[config.mk]
export PLATFORM = sky130hd
export DESIGN_NAME = ex_stage
export DESIGN_NICKNAME = d
export VERILOG_FILES = /design/src/rtl/pipe_pkg.sv /design/src/rtl/ex_stage_mul.sv /design/src/rtl/ex_stage.sv
export SDC_FILE = /design/constraint.sdc
export NUM_CORES = 1
export LEC_CHECK = 0
export BUFFER_PORTS_ARGS = -buffer_cell sky130_fd_sc_hd__buf_2
export CAP_MARGIN = 20
export CELL_PAD_IN_SITES_DETAIL_PLACEMENT = 0
export CELL_PAD_IN_SITES_GLOBAL_PLACEMENT = 1
export CORE_ASPECT_RATIO = 1.25
export CORE_UTILIZATION = 45
export DETAILED_ROUTE_END_ITERATION = 12
export PLACE_DENSITY = 0.87
export SETUP_SLACK_MARGIN = 0.2
export SLEW_MARGIN = 20
export SYNTH_ARGS = -nofsm -noshare
export SYNTH_HDL_FRONTEND = slang
export SYNTH_SLANG_ARGS = --single-unit
export TNS_END_PERCENT = 10
[constraint.sdc]
create_clock -name clk -period 5.75 [get_ports clk]
set_clock_uncertainty 0.1 [all_clocks]
set_input_delay 0.575 -clock clk [delete_from_list [all_inputs] [get_ports clk]]
set_output_delay 0.575 -clock clk [all_outputs]
set_load 0.005 [all_outputs]
[src/rtl/pipe_pkg.sv]
// Shared pipeline definitions: ALU opcodes, forwarding select codes, multiplier FSM states.
package pipe_pkg;

  localparam int XLEN = 32;

  localparam logic [3:0] ALU_ADD  = 4'd0;
  localparam logic [3:0] ALU_SUB  = 4'd1;
  localparam logic [3:0] ALU_AND  = 4'd2;
  localparam logic [3:0] ALU_OR   = 4'd3;
  localparam logic [3:0] ALU_XOR  = 4'd4;
  localparam logic [3:0] ALU_NOR  = 4'd5;
  localparam logic [3:0] ALU_SLT  = 4'd6;
  localparam logic [3:0] ALU_SLTU = 4'd7;
  localparam logic [3:0] ALU_SLL  = 4'd8;
  localparam logic [3:0] ALU_SRL  = 4'd9;
  localparam logic [3:0] ALU_SRA  = 4'd10;
  localparam logic [3:0] ALU_MUL  = 4'd12;

  localparam logic [1:0] FWD_IDEX  = 2'b00;
  localparam logic [1:0] FWD_EXMEM = 2'b10;
  localparam logic [1:0] FWD_MEMWB = 2'b01;

  typedef enum logic [1:0] {
    IDLE = 2'd0,
    RUN  = 2'd1,
    DONE = 2'd2
  } mul_state_e;

  typedef struct packed {
    logic regwrite;
    logic memread;
    logic memwrite;
    logic memtoreg;
  } ctrl_t;

endpackage

[src/rtl/ex_stage_mul.sv]
// Iterative shift-add multiplier: latches operands on start, one step per cycle while busy.
module mul_iter
  import pipe_pkg::*;
#(
  parameter int XLEN      = 32,
  parameter int MUL_ITERS = 32,
  parameter int CW        = $clog2(MUL_ITERS)
) (
  input  logic            clk,
  input  logic            rst_n,
  input  logic            start,
  input  logic            busy,
  input  logic [XLEN-1:0] op_a,
  input  logic [XLEN-1:0] op_b,
  output logic            done,
  output logic [XLEN-1:0] product
);

  logic [XLEN-1:0] mcand, mplier, acc;
  logic [CW-1:0]   count;

  always_ff @(posedge clk or negedge rst_n) begin
    if (!rst_n) begin
      mcand  <= '0;
      mplier <= '0;
      acc    <= '0;
      count  <= '0;
    end else if (start) begin
      mcand  <= op_a;
      mplier <= op_b;
      acc    <= '0;
      count  <= '0;
    end else if (busy) begin
      // only the low XLEN bits of the product are kept, so the multiplicand simply shifts out
      if (mplier[0]) acc <= acc + mcand;
      mcand  <= mcand << 1;
      mplier <= mplier >> 1;
      count  <= count + 1'b1;
    end
  end

  assign done    = busy && (count == CW'(MUL_ITERS - 1));
  assign product = acc;

endmodule

[src/rtl/ex_stage.sv]
// Execute stage: operand forwarding, ALU, iterative multiply and the EX/MEM pipeline register.
module ex_stage
  import pipe_pkg::*;
#(
  parameter int XLEN      = 32,
  parameter int MUL_ITERS = 32
) (
  input  logic            clk,
  input  logic            rst_n,
  input  logic [1:0]      forward_a,
  input  logic [1:0]      forward_b,
  input  logic            id_ex_valid,
  input  logic [XLEN-1:0] id_ex_rs_data,
  input  logic [XLEN-1:0] id_ex_rt_data,
  input  logic [XLEN-1:0] id_ex_imm,
  input  logic            id_ex_alusrc,
  input  logic [3:0]      id_ex_aluop,
  input  logic [4:0]      id_ex_write_addr,
  input  logic            id_ex_regwrite,
  input  logic            id_ex_memread,
  input  logic            id_ex_memwrite,
  input  logic            id_ex_memtoreg,
  input  logic [XLEN-1:0] mem_wb_write_data,
  input  logic            mem_stall,
  input  logic            flush,
  output logic            stall_out,
  output logic            ex_mem_valid,
  output logic [XLEN-1:0] ex_mem_alu_result,
  output logic [XLEN-1:0] ex_mem_store_data,
  output logic [4:0]      ex_mem_write_addr,
  output logic            ex_mem_regwrite,
  output logic            ex_mem_memread,
  output logic            ex_mem_memwrite,
  output logic            ex_mem_memtoreg
);

  logic [XLEN-1:0] opa, opb_fwd, opb, alu_res, mul_prod;
  logic [4:0]      shamt;
  logic            is_mul, mul_start, mul_done, stall;
  mul_state_e      state, state_nx;
  ctrl_t           id_ctrl, nx_ctrl;
  logic            nx_valid, ld;
  logic [XLEN-1:0] nx_result, nx_store;
  logic [4:0]      nx_addr;

  assign id_ctrl = '{regwrite: id_ex_regwrite, memread: id_ex_memread,
                     memwrite: id_ex_memwrite, memtoreg: id_ex_memtoreg};

  always_comb begin
    case (forward_a)
      FWD_EXMEM: opa = ex_mem_alu_result;
      FWD_MEMWB: opa = mem_wb_write_data;
      default:   opa = id_ex_rs_data;
    endcase
    case (forward_b)
      FWD_EXMEM: opb_fwd = ex_mem_alu_result;
      FWD_MEMWB: opb_fwd = mem_wb_write_data;
      default:   opb_fwd = id_ex_rt_data;
    endcase
  end

  assign opb   = id_ex_alusrc ? id_ex_imm : opb_fwd;
  assign shamt = opb[4:0];

  // MUL is produced by the multiplier, so the ALU treats its code like any unused one
  always_comb begin
    alu_res = '0;
    case (id_ex_aluop)
      ALU_ADD:  alu_res = opa + opb;
      ALU_SUB:  alu_res = opa - opb;
      ALU_AND:  alu_res = opa & opb;
      ALU_OR:   alu_res = opa | opb;
      ALU_XOR:  alu_res = opa ^ opb;
      ALU_NOR:  alu_res = ~(opa | opb);
      ALU_SLT:  alu_res = {{(XLEN-1){1'b0}}, $signed(opa) < $signed(opb)};
      ALU_SLTU: alu_res = {{(XLEN-1){1'b0}}, opa < opb};
      ALU_SLL:  alu_res = opa << shamt;
      ALU_SRL:  alu_res = opa >> shamt;
      ALU_SRA:  alu_res = $signed(opa) >>> shamt;
      default:  alu_res = '0;
    endcase
  end

  assign is_mul = id_ex_valid && (id_ex_aluop == ALU_MUL);

  always_ff @(posedge clk or negedge rst_n) begin
    if (!rst_n) state <= IDLE;
    else        state <= state_nx;
  end

  always_comb begin
    state_nx  = state;
    stall     = 1'b0;
    mul_start = 1'b0;
    case (state)
      IDLE: begin
        stall = mem_stall || (is_mul && !flush);
        if (is_mul && !mem_stall && !flush) begin
          mul_start = 1'b1;
          state_nx  = RUN;
        end
      end
      RUN: begin
        stall = 1'b1;
        if (mul_done) state_nx = DONE;
      end
      DONE: begin
        stall = mem_stall;
        if (!mem_stall) state_nx = IDLE;
      end
      default: state_nx = IDLE;
    endcase
    if (flush) state_nx = IDLE;
  end

  // held low through reset even if ID/EX still presents a MUL
  assign stall_out = rst_n && stall;

  mul_iter #(.XLEN(XLEN), .MUL_ITERS(MUL_ITERS)) u_mul (
    .clk     (clk),
    .rst_n   (rst_n),
    .start   (mul_start),
    .busy    (state == RUN),
    .op_a    (opa),
    .op_b    (opb),
    .done    (mul_done),
    .product (mul_prod)
  );

  // next EX/MEM contents; default is a bubble
  always_comb begin
    ld        = flush || !mem_stall;
    nx_valid  = 1'b0;
    nx_ctrl   = '0;
    nx_result = '0;
    nx_store  = '0;
    nx_addr   = '0;
    if (!flush) begin
      case (state)
        IDLE: if (!mul_start) begin
          nx_valid  = id_ex_valid;
          nx_ctrl   = id_ctrl;
          nx_result = alu_res;
          nx_store  = opb_fwd;
          nx_addr   = id_ex_write_addr;
        end
        DONE: begin
          nx_valid  = id_ex_valid;
          nx_ctrl   = id_ctrl;
          nx_result = mul_prod;
          nx_store  = opb_fwd;
          nx_addr   = id_ex_write_addr;
        end
        default: ;
      endcase
    end
  end

  always_ff @(posedge clk or negedge rst_n) begin
    if (!rst_n) begin
      ex_mem_valid      <= 1'b0;
      ex_mem_alu_result <= '0;
      ex_mem_store_data <= '0;
      ex_mem_write_addr <= '0;
      ex_mem_regwrite   <= 1'b0;
      ex_mem_memread    <= 1'b0;
      ex_mem_memwrite   <= 1'b0;
      ex_mem_memtoreg   <= 1'b0;
    end else if (ld) begin
      ex_mem_valid      <= nx_valid;
      ex_mem_alu_result <= nx_result;
      ex_mem_store_data <= nx_store;
      ex_mem_write_addr <= nx_addr;
      ex_mem_regwrite   <= nx_ctrl.regwrite;
      ex_mem_memread    <= nx_ctrl.memread;
      ex_mem_memwrite   <= nx_ctrl.memwrite;
      ex_mem_memtoreg   <= nx_ctrl.memtoreg;
    end
  end

endmodule

==> metrics <==
outcome finished, violations left; violated checks negative hold slack; count of buffers from port buffering 225; worst path arrival time 5440 ps; vias in the first global route 21051; wire length of the first global-routing pass 146000 um; number of optimization iterations in the first detailed-route pass 8; worst skew pair latency 490 ps; number of clock sinks 177; Critical Path Fanout Max 21; startpoint class of the critical path primary input; leakage power summed over all cells 10.1 nW; fraction of synthesized area in multiplexers 8.64%; core occupancy in the finished layout 51.9%; largest area contributor in the synthesized netlist sky130_fd_sc_hd__dfrtp_1; relative slew slack 26.9%; EDFF count, synth 0; category of the critical setup timing path in -> reg; Die Footprint 43700 um2; cell-by-cell trace of the critical path buf_2, inv_1, ha_1, buf_4, a221o_1, o21ai_0, nor2_1, a21oi_1, inv_1, ha_1, or3_1, nor3_1, and4b_1, a22o_1, o41ai_2, buf_4, mux2i_1, a2111oi_0, a211oi_1; sequential element share of the synthesized area 23.0%; cell area after layout 21900 um2; total wire length 101000 um; worst min path class in -> async; area share of the leading cell type in the synthesized netlist 23.0%; post-synthesis async set-or-reset flop share 100%; minimum setup slack in the final design 546 ps; final setup violation count 0; total routing resource utilization after global routing 45.4%; IO Pins 226; number of antenna violations at the first check in global routing 5; fill cell instance count of the final layout 4187; post-synth design cell area 19300 um2; fmax 192 MHz; number of nets in the final layout 2961; instance count of the mapped netlist 2492; final sum of negative setup slack 0 ps; DRC viols 0; number of unique standard cell types used by synthesis 89; count of instances resized after the clock tree is built 0; Vert. Die Dim 233 um; post-cts hold buffer count 0; post-synthesis area per instance 7.73 um2; Post-Synth Adder-Cell Area 9.40%; clock buffer count from CTS 17; Die Width 187 um; global route total overflow 0; average routed wire per standard cell 31.2 um; number of DRC markers after the initial detailed-route iteration 2948; compound-gate portion of the synthesized area 34.3%; sum of internal, switching and leakage power 6.65 mW; peak per-stage delay on the critical path 570 ps; postcts setup bufs 0; Post-Syn Nets 2786; setup repair after global routing missed its margin false; required time of the critical path 5990 ps; part of the cycle the worst path needs 90.5%; Post-synth top flop sky130_fd_sc_hd__dfrtp_1; number of violations of the max-capacitance limit 0; most area-consuming cells after synthesis sky130_fd_sc_hd__dfrtp_1 23%, sky130_fd_sc_hd__ha_1 9.1%, sky130_fd_sc_hd__mux2i_1 7.7%; GP Congestion 1.04; maximum clock path buffer count 2; slack of the worst reg-to-reg path 890 ps; total count of max-transition violations in the final report 0; power density of the placed cells 304 nW/um2; parity-gate share of the synthesized area counting xor and xnor cells 1.64%; hold slack -26.0 ps; Placement Rows 84; clock-pin transition on the worst setup and hold timing paths 80 ps; minimum clock period after layout 5200 ps; vias 22290; count of yosys warnings during synthesis 0; share of cells above drive strength 1 16.5%; count of final hold-check violations 12; Initial Util 45.7%; post-detailed-placement cell area 21200 um2; core region area 42100 um2; slew of the pin with the lowest slew margin 1090 ps; post-DP HPWL 78000 um; dpl cells 3207; non-filler cells, final 3241; Antenna Nets Post-Route 0; basic-gate share of the synthesized area counting and, or, nand and nor cells 16.2%; TritonCTS clock tree done; depth of the CTS H-tree 4; highest-delay cell along the critical path sky130_fd_sc_hd__a2111oi_0; pre-CTS WS 198 ps; Clock Root Buffer sky130_fd_sc_hd__clkbuf_16; main combinational cell family by area after synthesis compound AO/OA/AOI/OAI gates; endpoint type of the worst setup path flip-flop; pin count of the biggest net entering global routing 78; synthesis-to-layout area growth 13.6%; Yosys reg bits 177; per-cell via count in the routed design 6.88; maximum vdd ir drop 248 uV
registers in the layout (all words and copies together) (netlist names):
register / flops
ex_mem_alu_result: 32
ex_mem_store_data: 32
u_mul.mcand: 32
u_mul.mplier: 32
u_mul.product: 32
ex_mem_write_addr: 5
u_mul.count: 5
state: 2
ex_mem_memread: 1
ex_mem_memtoreg: 1
ex_mem_memwrite: 1
ex_mem_regwrite: 1
ex_mem_valid: 1
area by class of cell:
type	instances	area [um2]	area share, %
Antenna cell	2	5.00	0.0229
Clock buffer	17	425	1.94
Clock inverter	15	213	0.972
Inverter	114	433	1.98
Multi-Input combinational cell	2005	13600	62.1
Sequential cell	177	4430	20.2
Tap cell	559	699	3.20
Timing Repair Buffer	352	2100	9.60
synthesized netlist by cell type (25+ instances only):
cell type / count
sky130_fd_sc_hd__inv_1: 109
sky130_fd_sc_hd__o21ai_1: 34
sky130_fd_sc_hd__clkbuf_1: 134
sky130_fd_sc_hd__o211ai_1: 40
sky130_fd_sc_hd__nand2_1: 192
sky130_fd_sc_hd__o21ai_0: 233
sky130_fd_sc_hd__nand3_1: 72
sky130_fd_sc_hd__dfrtp_1: 177
sky130_fd_sc_hd__ha_1: 140
sky130_fd_sc_hd__nor3_1: 49
sky130_fd_sc_hd__a21oi_1: 191
sky130_fd_sc_hd__a221o_1: 93
sky130_fd_sc_hd__mux2i_1: 148
sky130_fd_sc_hd__a211oi_1: 31
sky130_fd_sc_hd__nor2_1: 247
sky130_fd_sc_hd__a221oi_1: 26
sky130_fd_sc_hd__nand2b_1: 25
sky130_fd_sc_hd__a22oi_1: 72
path summary, 6_finish.rpt:
check                                                         end  cells after the start                               from
worst max-delay path            ex_mem_alu_result[24]$_DFFE_PN0P_                     19                       forward_b[0]
worst min-delay path             ex_mem_store_data[3]$_DFFE_PN0P_                      1                              rst_n
worst max register to register  ex_mem_alu_result[24]$_DFFE_PN0P_                     15   ex_mem_alu_result[0]$_DFFE_PN0P_
worst min register to register  ex_mem_store_data[22]$_DFFE_PN0P_                      2  ex_mem_store_data[22]$_DFFE_PN0P_
max in group asynchronous           u_mul.product[31]$_DFFE_PN0P_                      2                              rst_n
min in group clk                 ex_mem_write_addr[1]$_DFFE_PN0P_                      2                id_ex_write_addr[1]
worst max-delay path, delay by kind of cell:
kind	cells	cell delay, ps
AOI/OAI and AO/OA	7	1990
adders and majority gates	2	860
buffers and inverters	5	700
muxes	1	150
and+or+nand+nor	4	1150
report_power, final:
group | internal (mW) | switching (mW) | total, mW
clock | 0.636 | 0.676 | 1.31
sequential | 1.46 | 0.298 | 1.75
combinational | 1.33 | 2.25 | 3.58
total | 3.42 | 3.23 | 6.65
per-layer routing:
metal / global-route usage (%) / routed length, um / part of all wire (%) / up-vias
met5: 0 / 18 / 0.018 / -
met4: 32.1 / 8220 / 8.1 / 4
met3: 8.32 / 8530 / 8.5 / 339
met2: 70.2 / 44500 / 44 / 1318
met1: 57.1 / 39700 / 39 / 10920
li1: - / - / - / 9709
kinds of logic (layout without fill, tap and decap cells):
kind of cell,Yosys count,after routing
AOI/OAI and AO/OA,968,968
and+or+nand+nor,694,694
buffers and inverters,310,498
DFF,177,177
muxes,164,164
adders and majority gates,143,143
xor gates and xnor gates,36,36
other,0,2
cells in the final DEF (no fill, tap or decap), drive strengths merged, types with 17 or more instances in the layout:
cell	synthesis	layout
o21ai	269	269
nand3	72	72
and3	22	22
nand2b	26	26
a22o	17	17
a221oi	27	27
inv	111	116
or3	17	17
o31ai	22	22
mux2i	149	149
a221o	93	93
a211oi	32	32
nor3	49	49
dfrtp	177	177
nand2	192	192
a22oi	72	72
clkbuf	135	18
o211ai	40	40
a21o	24	24
ha	140	140
buf	61	351
a21oi	191	191
nor2	250	250
a31oi	20	20
xnor2	23	23
nor2b	17	17
(Power assumes the default switching activity.)
